`config.mk`:
```
export PLATFORM = sky130hd
export DESIGN_NAME = mem_arbiter_flat
export DESIGN_NICKNAME = d
export VERILOG_FILES = /design/src/rtl/mem_arbiter_pkg.sv /design/src/rtl/mem_arbiter_if.sv /design/src/rtl/mem_arbiter.sv /design/src/flat_wrapper.sv
export SDC_FILE = /design/constraint.sdc
export NUM_CORES = 1
export LEC_CHECK = 0
export ABC_AREA = 0
export ABC_CLOCK_PERIOD_IN_PS = 1860
export BUFFER_PORTS_ARGS = -buffer_cell sky130_fd_sc_hd__buf_4
export CAP_MARGIN = 0
export CORE_AREA = 2 2 104 106
export CTS_CLUSTER_DIAMETER = 80
export DETAILED_ROUTE_END_ITERATION = 6
export DIE_AREA = 0 0 106 108
export GPL_TIMING_DRIVEN = 0
export SLEW_MARGIN = 25
export SYNTH_ARGS = -nofsm -noshare
export SYNTH_HDL_FRONTEND = slang
export SYNTH_SLANG_ARGS = --single-unit
```
`constraint.sdc`:
```
create_clock -name CLK -period 1.86 [get_ports CLK]
set_input_delay 0 -clock CLK [delete_from_list [all_inputs] [get_ports CLK]]
set_output_delay 0 -clock CLK [all_outputs]
set_load 0.05 [all_outputs]
```
`src/rtl/mem_arbiter_pkg.sv`:
```
// Shared CPU types for the memory arbiter slice.
// RAM status encoding and the machine word type.
package mem_arbiter_pkg;

  typedef logic [31:0] word_t;

  typedef enum logic [1:0] {
    FREE   = 2'd0,
    BUSY   = 2'd1,
    ACCESS = 2'd2,
    ERROR  = 2'd3
  } ramstate_t;

endpackage

```
`src/rtl/mem_arbiter_if.sv`:
```
// Cache-side and RAM-side signals of the memory arbiter.
// master = arbiter view, slave = caches/RAM view.
interface mem_arbiter_if;
  import mem_arbiter_pkg::*;

  logic      iREN;
  word_t     iaddr;
  logic      iwait;
  word_t     iload;

  logic      dREN;
  logic      dWEN;
  word_t     daddr;
  word_t     dstore;
  logic      dwait;
  word_t     dload;

  logic      ramREN;
  logic      ramWEN;
  word_t     ramaddr;
  word_t     ramstore;
  word_t     ramload;
  ramstate_t ramstate;

  modport master (
    input  iREN, iaddr,
    output iwait, iload,
    input  dREN, dWEN, daddr, dstore,
    output dwait, dload,
    output ramREN, ramWEN, ramaddr, ramstore,
    input  ramload, ramstate
  );

  modport slave (
    output iREN, iaddr,
    input  iwait, iload,
    output dREN, dWEN, daddr, dstore,
    input  dwait, dload,
    input  ramREN, ramWEN, ramaddr, ramstore,
    output ramload, ramstate
  );

endinterface

```
`src/rtl/mem_arbiter.sv`:
```
// Single-port RAM arbiter between icache and dcache.
// Data has priority; a starve counter forces an ifetch.
module mem_arbiter
  import mem_arbiter_pkg::*;
#(
  parameter int STARVE_LIMIT = 4
) (
  input logic          CLK,
  input logic          nRST,
  mem_arbiter_if.master bus
);

  localparam int CW = $clog2(STARVE_LIMIT + 1);
  localparam logic [CW-1:0] LIMIT = CW'(STARVE_LIMIT);

  typedef enum logic [1:0] {
    IDLE   = 2'd0,
    IFETCH = 2'd1,
    DLOAD  = 2'd2,
    DSTORE = 2'd3
  } state_t;

  state_t        state_q, state_d;
  logic [CW-1:0] starve_q, starve_d;
  logic [CW-1:0] data_cnt;

  always_ff @(posedge CLK or negedge nRST) begin
    if (!nRST) begin
      state_q  <= IDLE;
      starve_q <= '0;
    end else begin
      state_q  <= state_d;
      starve_q <= starve_d;
    end
  end

  // Count a data grant only while an ifetch is waiting.
  always_comb begin
    data_cnt = '0;
    if (bus.iREN)
      data_cnt = (starve_q == LIMIT) ? starve_q : starve_q + 1'b1;
  end

  assign bus.iload = bus.ramload;
  assign bus.dload = bus.ramload;

  always_comb begin
    state_d      = state_q;
    starve_d     = starve_q;
    bus.ramREN   = 1'b0;
    bus.ramWEN   = 1'b0;
    bus.ramaddr  = '0;
    bus.ramstore = '0;
    bus.iwait    = 1'b1;
    bus.dwait    = 1'b1;
    unique case (state_q)
      IDLE: begin
        if (starve_q == LIMIT && bus.iREN) begin
          state_d  = IFETCH;
          starve_d = '0;
        end else if (bus.dWEN) begin
          state_d  = DSTORE;
          starve_d = data_cnt;
        end else if (bus.dREN) begin
          state_d  = DLOAD;
          starve_d = data_cnt;
        end else if (bus.iREN) begin
          state_d  = IFETCH;
          starve_d = '0;
        end
      end
      IFETCH: begin
        bus.ramREN  = 1'b1;
        bus.ramaddr = bus.iaddr;
        if (!bus.iREN) begin
          state_d = IDLE;
        end else if (bus.ramstate == ACCESS) begin
          bus.iwait = 1'b0;
          state_d   = IDLE;
        end else if (bus.ramstate == ERROR) begin
          state_d = IDLE;
        end
      end
      DLOAD: begin
        bus.ramREN  = 1'b1;
        bus.ramaddr = bus.daddr;
        if (!bus.dREN) begin
          state_d = IDLE;
        end else if (bus.ramstate == ACCESS) begin
          bus.dwait = 1'b0;
          state_d   = IDLE;
        end else if (bus.ramstate == ERROR) begin
          state_d = IDLE;
        end
      end
      DSTORE: begin
        bus.ramWEN   = 1'b1;
        bus.ramaddr  = bus.daddr;
        bus.ramstore = bus.dstore;
        if (!bus.dWEN) begin
          state_d = IDLE;
        end else if (bus.ramstate == ACCESS) begin
          bus.dwait = 1'b0;
          state_d   = IDLE;
        end else if (bus.ramstate == ERROR) begin
          state_d = IDLE;
        end
      end
      default: state_d = IDLE;
    endcase
  end

endmodule

```
`src/flat_wrapper.sv`:
```
// flat-port wrapper written by rule: the top's interface ports become plain ports
module mem_arbiter_flat import mem_arbiter_pkg::*;
#(
  parameter int STARVE_LIMIT = 4
)
  (CLK, nRST, bus_iREN, bus_iaddr, bus_iwait, bus_iload, bus_dREN, bus_dWEN, bus_daddr, bus_dstore, bus_dwait, bus_dload, bus_ramREN, bus_ramWEN, bus_ramaddr, bus_ramstore, bus_ramload, bus_ramstate);
  mem_arbiter_if bus_i ();
  input logic CLK;
  input logic nRST;
  input wire logic [$bits(bus_i.iREN)-1:0] bus_iREN;
  input wire logic [$bits(bus_i.iaddr)-1:0] bus_iaddr;
  output wire logic [$bits(bus_i.iwait)-1:0] bus_iwait;
  output wire logic [$bits(bus_i.iload)-1:0] bus_iload;
  input wire logic [$bits(bus_i.dREN)-1:0] bus_dREN;
  input wire logic [$bits(bus_i.dWEN)-1:0] bus_dWEN;
  input wire logic [$bits(bus_i.daddr)-1:0] bus_daddr;
  input wire logic [$bits(bus_i.dstore)-1:0] bus_dstore;
  output wire logic [$bits(bus_i.dwait)-1:0] bus_dwait;
  output wire logic [$bits(bus_i.dload)-1:0] bus_dload;
  output wire logic [$bits(bus_i.ramREN)-1:0] bus_ramREN;
  output wire logic [$bits(bus_i.ramWEN)-1:0] bus_ramWEN;
  output wire logic [$bits(bus_i.ramaddr)-1:0] bus_ramaddr;
  output wire logic [$bits(bus_i.ramstore)-1:0] bus_ramstore;
  input wire logic [$bits(bus_i.ramload)-1:0] bus_ramload;
  input wire logic [$bits(bus_i.ramstate)-1:0] bus_ramstate;
  assign bus_i.iREN = bus_iREN;
  assign bus_i.iaddr = bus_iaddr;
  assign bus_iwait = bus_i.iwait;
  assign bus_iload = bus_i.iload;
  assign bus_i.dREN = bus_dREN;
  assign bus_i.dWEN = bus_dWEN;
  assign bus_i.daddr = bus_daddr;
  assign bus_i.dstore = bus_dstore;
  assign bus_dwait = bus_i.dwait;
  assign bus_dload = bus_i.dload;
  assign bus_ramREN = bus_i.ramREN;
  assign bus_ramWEN = bus_i.ramWEN;
  assign bus_ramaddr = bus_i.ramaddr;
  assign bus_ramstore = bus_i.ramstore;
  assign bus_i.ramload = bus_ramload;
  assign bus_i.ramstate = bus_ramstate;
  mem_arbiter #(.STARVE_LIMIT(STARVE_LIMIT)) u_core (.CLK(CLK), .nRST(nRST), .bus(bus_i));
endmodule
```
==> flow_metrics.py, run 1 <==
metrics = {
    "critical_path": {
        "cp.arrival_ps": 1760,
        "crit_chain": "ha_2 -> or2_4 -> buf_6 -> a22oi_1 -> nor2_2 -> buf_6",
        "critical_path_required_ps": 1860,
        "critPathMostFrequentCell": "buf_6",
        "slowest_stage": "dfrtp_1",
        "crit_family": "flip-flops",
        "crit_type": "flop to primary output",
        "max_stage_delay_ps": 400,
        "end_kind": "primary output",
        "worstSetupStartpointType": "flop",
        "crit_buf_inv": 2,
        "cp_max_fo": 10,
    },
    "floorplanning": {
        "dieArea_mm2": 0.0114,
        "die_y_um": 108,
        "core_mm2": 0.0102,
        "die_width_um": 106,
        "ioPinCount": 267,
        "start_util": 0.154,
        "rows": 37,
    },
    "yosys": {
        "yosysTopAreaCell": "buf_4",
        "synth.cell_area_mm2": 0.00157,
        "ys_warn_count": 0,
        "syn_avg_cell_area_um2": 7.18,
        "yosysUniqueCellTypes": 29,
        "yosys_register_bits": 5,
        "post_synth_inst_count": 219,
        "yosys.area.top_type_share": 0.306,
        "synth_nets": 361,
        "yosysSeqAreaShare": 0.0796,
        "ys_top_cells_by_area": "buf_4 (31%), a22oi_1 (16%), and2_1 (13%)",
    },
    "clock_network": {
        "cts_max_level": 1,
        "ctsRootBufferMaster": "clkbuf_8",
        "clock-sinks": 5,
        "insertion_delay_ps": 230,
        "numCtsBuffers": 3,
        "cts_tree": "yes",
        "clock_path_buffers": 2,
        "clk_pin_slew_ps": 40,
    },
    "timing": {
        "fmaxAchievable_ghz": 0.568,
        "rsz0062_at_grt": "true",
        "hold_viol": 0,
        "final-setup-viol-count": 0,
        "finalCriticalPeriod_ps": 1760,
        "relSlewSlack": 0.745,
        "timing.final.crit_share": 0.947,
        "finClkSkew_ps": 4.57,
        "worst-slew-pin-transition_ps": 379,
        "maxSlewViolCount": 0,
    },
    "global_route": {
        "grt.met3_usage": 0.0265,
        "antenna_found_initial": 0,
        "grt_util_met2": 0.226,
        "grt_pass1_wl_um": 11100,
        "grt_pass1_vias": 2290,
        "grt_max_degree": 11,
        "met1_usage": 0.136,
        "overflow": 0,
        "grt.total_usage": 0.118,
        "grt-busiest-layer": "met2",
    },
    "final_layout": {
        "insertedDiodeCount": 0,
        "drive_above_1_share": 0.796,
        "num-nets-final": 598,
        "area_growth_pct": 142,
        "finalNonFillerCells": 591,
        "design_area_mm2": 0.00380,
    },
    "place": {
        "place.gp.congestion": 0.701,
        "dp.cells": 588,
        "place_area_mm2": 0.00357,
        "dp_hpwl_um": 6570,
        "port_buffers": 233,
    },
    "run": {
        "maxCapViolCount": 0,
    },
    "routing": {
        "avgRoutedWirePerCell_um": 12.7,
        "post_drt_via_cell_ratio": 3.95,
        "first_pass_iters": 4,
        "postRouteAntennaNets": 0,
        "route.vias.total": 2334,
        "wirelength_um": 7530,
        "dr.first_iter.drc_count": 63,
        "drc": 0,
    },
    "run_status": {
        "status": "finished, final reports clean",
    },
    "hold_path": {
        "hp-class": "input port to flop",
    },
    "pwr": {
        "max-vdd-ir-drop_uv": 614,
        "pwr_density_cell_mw_per_mm2": 1400,
        "p_leak_nw": 1.98,
    },
}
[stage by stage]
stage	setup slack [ps]	hold slack, ps	power [mW]	utilization	setup TNS [ps]
2_1_floorplan	18.4	-296	3.51	-	0
3_3_place_gp	-47.2	-196	4.78	0.349	-1070
3_5_place_dp	-96.7	-195	4.82	0.349	-2080
4_1_cts	55.3	58.1	5.32	0.367	0
5_1_grt	-29.5	75.2	5.65	0.372	-76.7
6_report	97.9	63.4	5.34	0.372	0
[power by group]
| group | switching (mW) | leakage [nW] | internal (mW) | total [mW] |
|---|---|---|---|---|
| logic | 3.19 | 1.89 | 1.75 | 4.94 |
| registers | 0.0415 | 0.0649 | 0.151 | 0.192 |
| clock network | 0.0578 | 0.0228 | 0.147 | 0.205 |
[per-layer routing]
| layer | up-vias | part of all wire | wire length (µm) |
|---|---|---|---|
| met3 | 7 | 0.086 | 647 |
| met2 | 130 | 0.53 | 4020 |
| met1 | 1044 | 0.37 | 2810 |
| li1 | 1153 | - | - |
| met5 | - | 0 | 0 |
| met4 | 0 | 0.0074 | 56 |
[cell usage after synthesis]
master / n
o2111ai_1: 1
inv_1: 5
or3b_2: 1
or4b_4: 1
clkbuf_1: 11
nand2b_1: 2
nand3_1: 2
a22o_1: 1
o21ai_0: 1
nor2b_1: 1
ha_1: 7
buf_4: 64
nand3b_1: 2
or2_1: 1
buf_6: 4
a22oi_1: 33
and2_1: 32
nor2_1: 32
o311ai_2: 1
nand2_1: 2
a32o_1: 3
o31ai_1: 1
o22ai_1: 1
buf_2: 1
dfrtp_1: 5
and4_2: 1
or2_2: 1
a222oi_1: 1
mux2_2: 1
[flip-flops by register name, summed over array words and instances, names as in the netlist]
signal / cells
u_core.starve_q: 3
u_core.state_q: 2
[cell type report]
type / instances / area [µm²]
fill: 1061 / 6430
timing repair buffer: 235 / 1860
multi-input combinational: 129 / 1000
buffer: 77 / 579
tap: 136 / 170
sequential: 5 / 125
clock buffer: 4 / 45.0
inverter: 5 / 18.8
[cells in the final DEF, fill, tap and decap left out, types with 2 or more instances in the layout]
| master | n |
|---|---|
| clkbuf_1 | 4 |
| inv_1 | 5 |
| clkbuf_4 | 5 |
| and2_1 | 32 |
| a22oi_2 | 12 |
| nand3_1 | 2 |
| clkbuf_8 | 3 |
| a22oi_1 | 21 |
| nor2_1 | 2 |
| buf_4 | 272 |
| dfrtp_1 | 5 |
| nor2_2 | 30 |
| a32o_1 | 3 |
| nand3b_1 | 2 |
| buf_6 | 30 |
| ha_2 | 3 |
| nand2b_1 | 2 |
| ha_1 | 4 |
| nand2_1 | 2 |
[kinds of logic (layout without fill, tap and decap cells)]
kind of cell / count (synthesis) / count (layout) / share of synthesized area
buffers and inverters: 85 / 321 / 0.376
muxes: 1 / 1 / 0.00717
adders and majority gates: 7 / 7 / 0.0557
and+or+nand+nor: 78 / 78 / 0.265
DFF: 5 / 5 / 0.0796
AOI/OAI and AO/OA: 43 / 43 / 0.217
[final timing paths]
kind / from / to / slack, ps / cells after the start
worst max register to register: u_core.state_q[1] / u_core.state_q[1] / 290 / 5
min in group asynchronous: nRST / u_core.starve_q[2] / 110 / 2
worst min-delay path: bus_iREN / u_core.starve_q[2] / 60 / 2
max in group asynchronous: nRST / u_core.starve_q[1] / 1640 / 2
worst max-delay path: u_core.state_q[0] / bus_ramaddr[24] / 100 / 6
worst min register to register: u_core.starve_q[1] / u_core.starve_q[1] / 530 / 1
[what timing repair did]
item	4_1_cts	5_1_grt
cloned	0	0
hold endpoints to repair	5	0
setup buffers	1	0
hold buffers	1	0
resized for setup	41	14
pin swaps	0	1
endpoints found under the setup margin	32	30
No activity file was read; power rests on OpenSTA's default activity.
==> run 2: changes to the inputs <==
--- a/config.mk
+++ b/config.mk
@@ -13,7 +13,6 @@
 export CTS_CLUSTER_DIAMETER = 80
 export DETAILED_ROUTE_END_ITERATION = 6
 export DIE_AREA = 0 0 106 108
-export GPL_TIMING_DRIVEN = 0
 export SLEW_MARGIN = 25
 export SYNTH_ARGS = -nofsm -noshare
 export SYNTH_HDL_FRONTEND = slang
==> run 2 against run 1 <==
  * Wire length decreased by 13%
  * Clock power decreased by 3%
  * Sequential power about the same
  * Cell area decreased by 30%
  * Critical path type unchanged
==> flow_metrics.py, run 2 (same netlist as run 1, synthesis figures left out) <==
metrics = {
    "run": {
        "maxCapViolCount": 0,
    },
    "critical_path": {
        "crit_buf_inv": 2,
        "max_stage_delay_ps": 380,
        "cp.arrival_ps": 1740,
        "crit_chain": "inv_1 -> ha_2 -> or2_4 -> a22oi_1 -> nor2_2 -> buf_4",
        "slowest_stage": "dfrtp_1",
        "end_kind": "primary output",
        "cp_max_fo": 16,
        "r2r-start": "u_core.state_q[1]",
        "critical_path_required_ps": 1860,
        "path_depth": 6,
        "worstSetupStartpointType": "flop",
        "crit_family": "simple AND/OR/NAND/NOR gates",
        "rrSetupSlack_ps": 260,
        "r2r_cells": 4,
        "crit_type": "flop to primary output",
        "r2r_end": "u_core.state_q[0]",
    },
    "global_route": {
        "antenna_found_initial": 0,
        "grt_pass1_vias": 1767,
        "grt_pass1_wl_um": 9040,
        "grt.total_usage": 0.0951,
        "grt_max_degree": 36,
        "overflow": 0,
    },
    "routing": {
        "first_pass_iters": 4,
        "postRouteAntennaNets": 0,
        "wirelength_um": 6530,
        "post_drt_via_cell_ratio": 3.99,
        "route.vias.total": 1818,
        "avgRoutedWirePerCell_um": 14.3,
        "dr.first_iter.drc_count": 79,
        "drc": 0,
    },
    "floorplanning": {
        "ioPinCount": 267,
        "dieArea_mm2": 0.0114,
        "die_width_um": 106,
        "rows": 37,
        "core_mm2": 0.0102,
        "start_util": 0.154,
        "die_y_um": 108,
    },
    "timing": {
        "hold_viol": 0,
        "fin_tns_setup_ps": 0,
        "maxSlewViolCount": 0,
        "worst-slew-pin-transition_ps": 362,
        "finClkSkew_ps": 0.660,
        "holdWs_ps": 0.0118,
        "fmaxAchievable_ghz": 0.575,
        "relSlewSlack": 0.756,
        "final-setup-viol-count": 0,
        "finalCriticalPeriod_ps": 1740,
        "timing.final.crit_share": 0.936,
    },
    "final_layout": {
        "multi_input_area_um2": 958,
        "largest_register_ffs": 3,
        "drive_above_1_share": 0.681,
        "fill_cells": 1115,
        "mostFrequentLayoutCell": "buf_4",
        "area_growth_pct": 68.6,
        "reg_top3": "u_core.starve_q: 3 flops, u_core.state_q: 2 flops",
        "insertedDiodeCount": 0,
        "largest-register": "u_core.starve_q",
        "regArea_um2": 125,
        "mostFrequentLayoutCells": "buf_4 (172), a22oi_1 (33), and2_1 (32)",
        "num-nets-final": 463,
    },
    "hold_path": {
        "holdPathEnd": "bus_iload[17]",
        "hold_path_depth": 0,
        "hp-class": "input port to primary output",
        "min-delay-start": "bus_ramload[17]",
    },
    "clock_network": {
        "clk_pin_slew_ps": 40,
        "cts_max_level": 1,
        "ctsRootBufferMaster": "clkbuf_8",
        "numCtsBuffers": 3,
        "insertion_delay_ps": 220,
        "clock_path_buffers": 2,
        "clock-sinks": 5,
        "cts_tree": "yes",
        "postCtsSetupRepairBufs": 0,
    },
    "pwr": {
        "p_leak_nw": 1.31,
        "max-vdd-ir-drop_uv": 981,
        "pwr_density_cell_mw_per_mm2": 1720,
        "finalPower_mw": 4.56,
    },
    "place": {
        "port_buffers": 170,
        "place.gp.congestion": 0.681,
        "dp_hpwl_um": 4990,
    },
    "run_status": {
        "status": "finished, final reports clean",
    },
}
==> run 2: worst reg2reg max path: cells and delay by family (launching register included) <==
kind                     cells  cell delay, ps
AO/OA/AOI/OAI                1             260
AND/OR/NAND/NOR              1             460
adder cells (fa/ha/maj)      1             240
flip-flops                   1             410
buffers and inverters        1             120
==> run 2: worst max-delay path by stage <==
| stage | startpoint | endpoint | slack, ps |
|---|---|---|---|
| after floorplan | u_core.state_q[0] | bus_ramaddr[3] | 20 |
| after global placement | u_core.state_q[0] | bus_dwait | 60 |
| after detailed placement | u_core.state_q[0] | bus_dwait | 6 |
| after CTS | u_core.state_q[0] | bus_dwait | 3 |
| after global routing | u_core.state_q[1] | bus_ramaddr[3] | -4 |
| final | u_core.state_q[0] | bus_ramaddr[6] | 120 |
==> run 2: area by class of cell <==
class	instances	area share
Clock buffer	4	0.0170
Inverter	5	0.00708
Multi-Input combinational cell	131	0.362
Sequential cell	5	0.0472
Tap cell	136	0.0642
Timing Repair Buffer	175	0.503
==> run 2: metal layers <==
layer | global-route usage | routed length (µm) | vias to the layer above
li1 | - | - | 882
met1 | 0.122 | 2620 | 808
met2 | 0.158 | 3210 | 103
met3 | 0.0205 | 530 | 25
met4 | 0.0348 | 171 | 0
met5 | 0 | 0 | -
==> run 2: metrics by stage <==
| stage | utilization | area (µm²) | worst slack (ps) | instances |
|---|---|---|---|---|
| 5_1_grt | 0.259 | 2650 | -3.77 | 456 |
| 3_3_place_gp | 0.251 | 2570 | 62.9 | 449 |
| 4_1_cts | 0.257 | 2630 | 2.71 | 454 |
| 6_report | 0.259 | 2650 | 120 | 456 |
| 2_1_floorplan | - | 1650 | 18.4 | 219 |
| 3_5_place_dp | 0.251 | 2570 | 6.28 | 449 |
==> run 2: power by group <==
| part | switching, mW | internal, mW |
|---|---|---|
| sequential | 0.0402 | 0.151 |
| combinational | 2.84 | 1.33 |
| clock | 0.0519 | 0.147 |
==> run 2: timing repair <==
| action | in CTS | in global routing |
|---|---|---|
| gates resized for setup | 1 | 4 |
| gates cloned | 0 | 2 |
| endpoints found under the setup margin | 33 | 33 |
| endpoints found under the hold margin | 5 | 0 |
| pin swaps | 1 | 1 |
| hold buffers | 1 | 0 |
==> run 3: changes to the inputs <==
--- a/config.mk
+++ b/config.mk
@@ -9,10 +9,12 @@
 export ABC_CLOCK_PERIOD_IN_PS = 1860
 export BUFFER_PORTS_ARGS = -buffer_cell sky130_fd_sc_hd__buf_4
 export CAP_MARGIN = 0
-export CORE_AREA = 2 2 104 106
+export CORE_AREA = 2 2 102 104
+export CTS_BUF_LIST = sky130_fd_sc_hd__clkbuf_4 sky130_fd_sc_hd__clkbuf_8
 export CTS_CLUSTER_DIAMETER = 80
 export DETAILED_ROUTE_END_ITERATION = 6
-export DIE_AREA = 0 0 106 108
+export DIE_AREA = 0 0 104 106
+export RECOVER_POWER = 100
 export SLEW_MARGIN = 25
 export SYNTH_ARGS = -nofsm -noshare
 export SYNTH_HDL_FRONTEND = slang
==> run 3 against run 2 <==
  * Wire length decreased by 4.9%
  * Count of clock-buffer cells in the layout unchanged
  * Sequential power about the same
  * Clock skew increased by 1.5 ps
  * Worst setup slack got worse by 10 ps
  * Flip-flop and latch count unchanged
  * Critical endpoint is now bus_ramaddr[20]
  * Highest routed layer unchanged
==> flow_metrics.py, run 3 (same netlist as run 1, synthesis figures left out) <==
metrics = {
    "clock_network": {
        "clock-sinks": 5,
        "numCtsBuffers": 3,
        "clock_path_buffers": 2,
        "cts_max_level": 1,
        "ctsRootBufferMaster": "clkbuf_8",
        "cts_tree": "yes",
        "insertion_delay_ps": 220,
        "clk_pin_slew_ps": 40,
    },
    "routing": {
        "route.vias.total": 1842,
        "dr.first_iter.drc_count": 63,
        "post_drt_via_cell_ratio": 4.02,
        "avgRoutedWirePerCell_um": 13.6,
        "first_pass_iters": 5,
        "wirelength_um": 6210,
        "drc": 0,
        "postRouteAntennaNets": 0,
    },
    "floorplanning": {
        "core_mm2": 0.0100,
        "die_width_um": 104,
        "ioPinCount": 267,
        "dieArea_mm2": 0.0110,
        "die_y_um": 106,
        "rows": 37,
        "start_util": 0.157,
    },
    "critical_path": {
        "crit_type": "flop to primary output",
        "critical_path_required_ps": 1860,
        "crit_buf_inv": 2,
        "crit_chain": "buf_4 -> ha_2 -> or2_4 -> a22oi_1 -> nor2_2 -> clkbuf_4",
        "slowest_stage": "dfrtp_1",
        "cp_max_fo": 9,
        "cp.arrival_ps": 1750,
        "rrSetupSlack_ps": 230,
        "max_stage_delay_ps": 390,
        "end_kind": "primary output",
        "worstSetupStartpointType": "flop",
        "crit_family": "flip-flops",
    },
    "global_route": {
        "grt_pass1_vias": 1816,
        "grt_pass1_wl_um": 9340,
        "antenna_found_initial": 0,
        "overflow": 0,
        "grt.total_usage": 0.101,
        "grt_max_degree": 36,
    },
    "pwr": {
        "finalPower_mw": 4.51,
        "max-vdd-ir-drop_uv": 648,
        "pwr_density_cell_mw_per_mm2": 1740,
        "p_leak_nw": 1.28,
    },
    "timing": {
        "holdWs_ps": 0.0282,
        "worst-slew-pin-transition_ps": 610,
        "hold_viol": 0,
        "finClkSkew_ps": 2.16,
        "maxSlewViolCount": 0,
        "finalCriticalPeriod_ps": 1750,
        "timing.final.crit_share": 0.941,
        "finalWorstSetupSlack_ps": 110,
        "fmaxAchievable_ghz": 0.571,
        "relSlewSlack": 0.595,
        "fin_tns_setup_ps": 0,
        "rsz0062_at_grt": "false",
        "final-setup-viol-count": 0,
    },
    "final_layout": {
        "largest_register_ffs": 3,
        "largest-register": "u_core.starve_q",
        "multi_input_area_um2": 976,
        "design_area_mm2": 0.00260,
        "reg_top3": "u_core.starve_q: 3 flops, u_core.state_q: 2 flops",
        "mostFrequentLayoutCells": "buf_4 (109), and2_1 (32), clkbuf_2 (32)",
        "insertedDiodeCount": 0,
        "regArea_um2": 125,
        "area_growth_pct": 65.3,
        "drive_above_1_share": 0.686,
        "fill_cells": 1142,
        "mostFrequentLayoutCell": "buf_4",
        "num-nets-final": 465,
    },
    "place": {
        "dp_hpwl_um": 4650,
        "place_area_mm2": 0.00256,
        "place.gp.congestion": 0.731,
        "place_ws_ps": -48.9,
        "port_buffers": 170,
    },
    "hold_path": {
        "hp-class": "input port to primary output",
    },
    "run": {
        "maxCapViolCount": 0,
    },
    "run_status": {
        "status": "finished, final reports clean",
    },
}
## run 3: layout make-up
type	count	area share
Inverter	5	0.00723
Tap cell	136	0.0655
Sequential cell	5	0.0482
Timing Repair Buffer	176	0.485
Clock buffer	4	0.0188
Multi-Input combinational cell	132	0.376
## run 3: timing repair
action / 4_1_cts / 5_1_grt
pin swaps: 1 / 2
gates cloned: 1 / 2
setup endpoints to repair: 33 / 32
hold endpoints to repair: 5 / 0
buffers inserted: 0 / 2
hold buffers: 1 / 0
resized for setup: 2 / 10
## run 3: metrics by stage
stage / cells / util
6_report: 458 / 0.260
5_1_grt: 458 / 0.260
4_1_cts: 454 / 0.263
3_5_place_dp: 448 / 0.256
3_3_place_gp: 448 / 0.256
2_1_floorplan: 219 / -
## run 3: final timing paths
path | cells after the start | endpoint | start
max in group asynchronous | 2 | u_core.starve_q[1] | nRST
min in group asynchronous | 2 | u_core.state_q[0] | nRST
min reg2reg | 1 | u_core.starve_q[1] | u_core.starve_q[1]
max reg2reg | 5 | u_core.state_q[0] | u_core.state_q[1]
min | 0 | bus_dload[6] | bus_ramload[6]
max | 6 | bus_ramaddr[20] | u_core.state_q[0]
## run 3: power breakdown
part / switching (mW) / internal (mW) / total, mW
Combinational: 2.84 / 1.26 / 4.11
Sequential: 0.0390 / 0.151 / 0.190
Clock: 0.0563 / 0.162 / 0.218
Total: 2.94 / 1.58 / 4.51
## run 3: routing by layer
layer / track usage / wire length [µm]
met1: 0.110 / 2260
met2: 0.179 / 3120
met3: 0.0349 / 624
met4: 0.0386 / 209
met5: 0 / 0
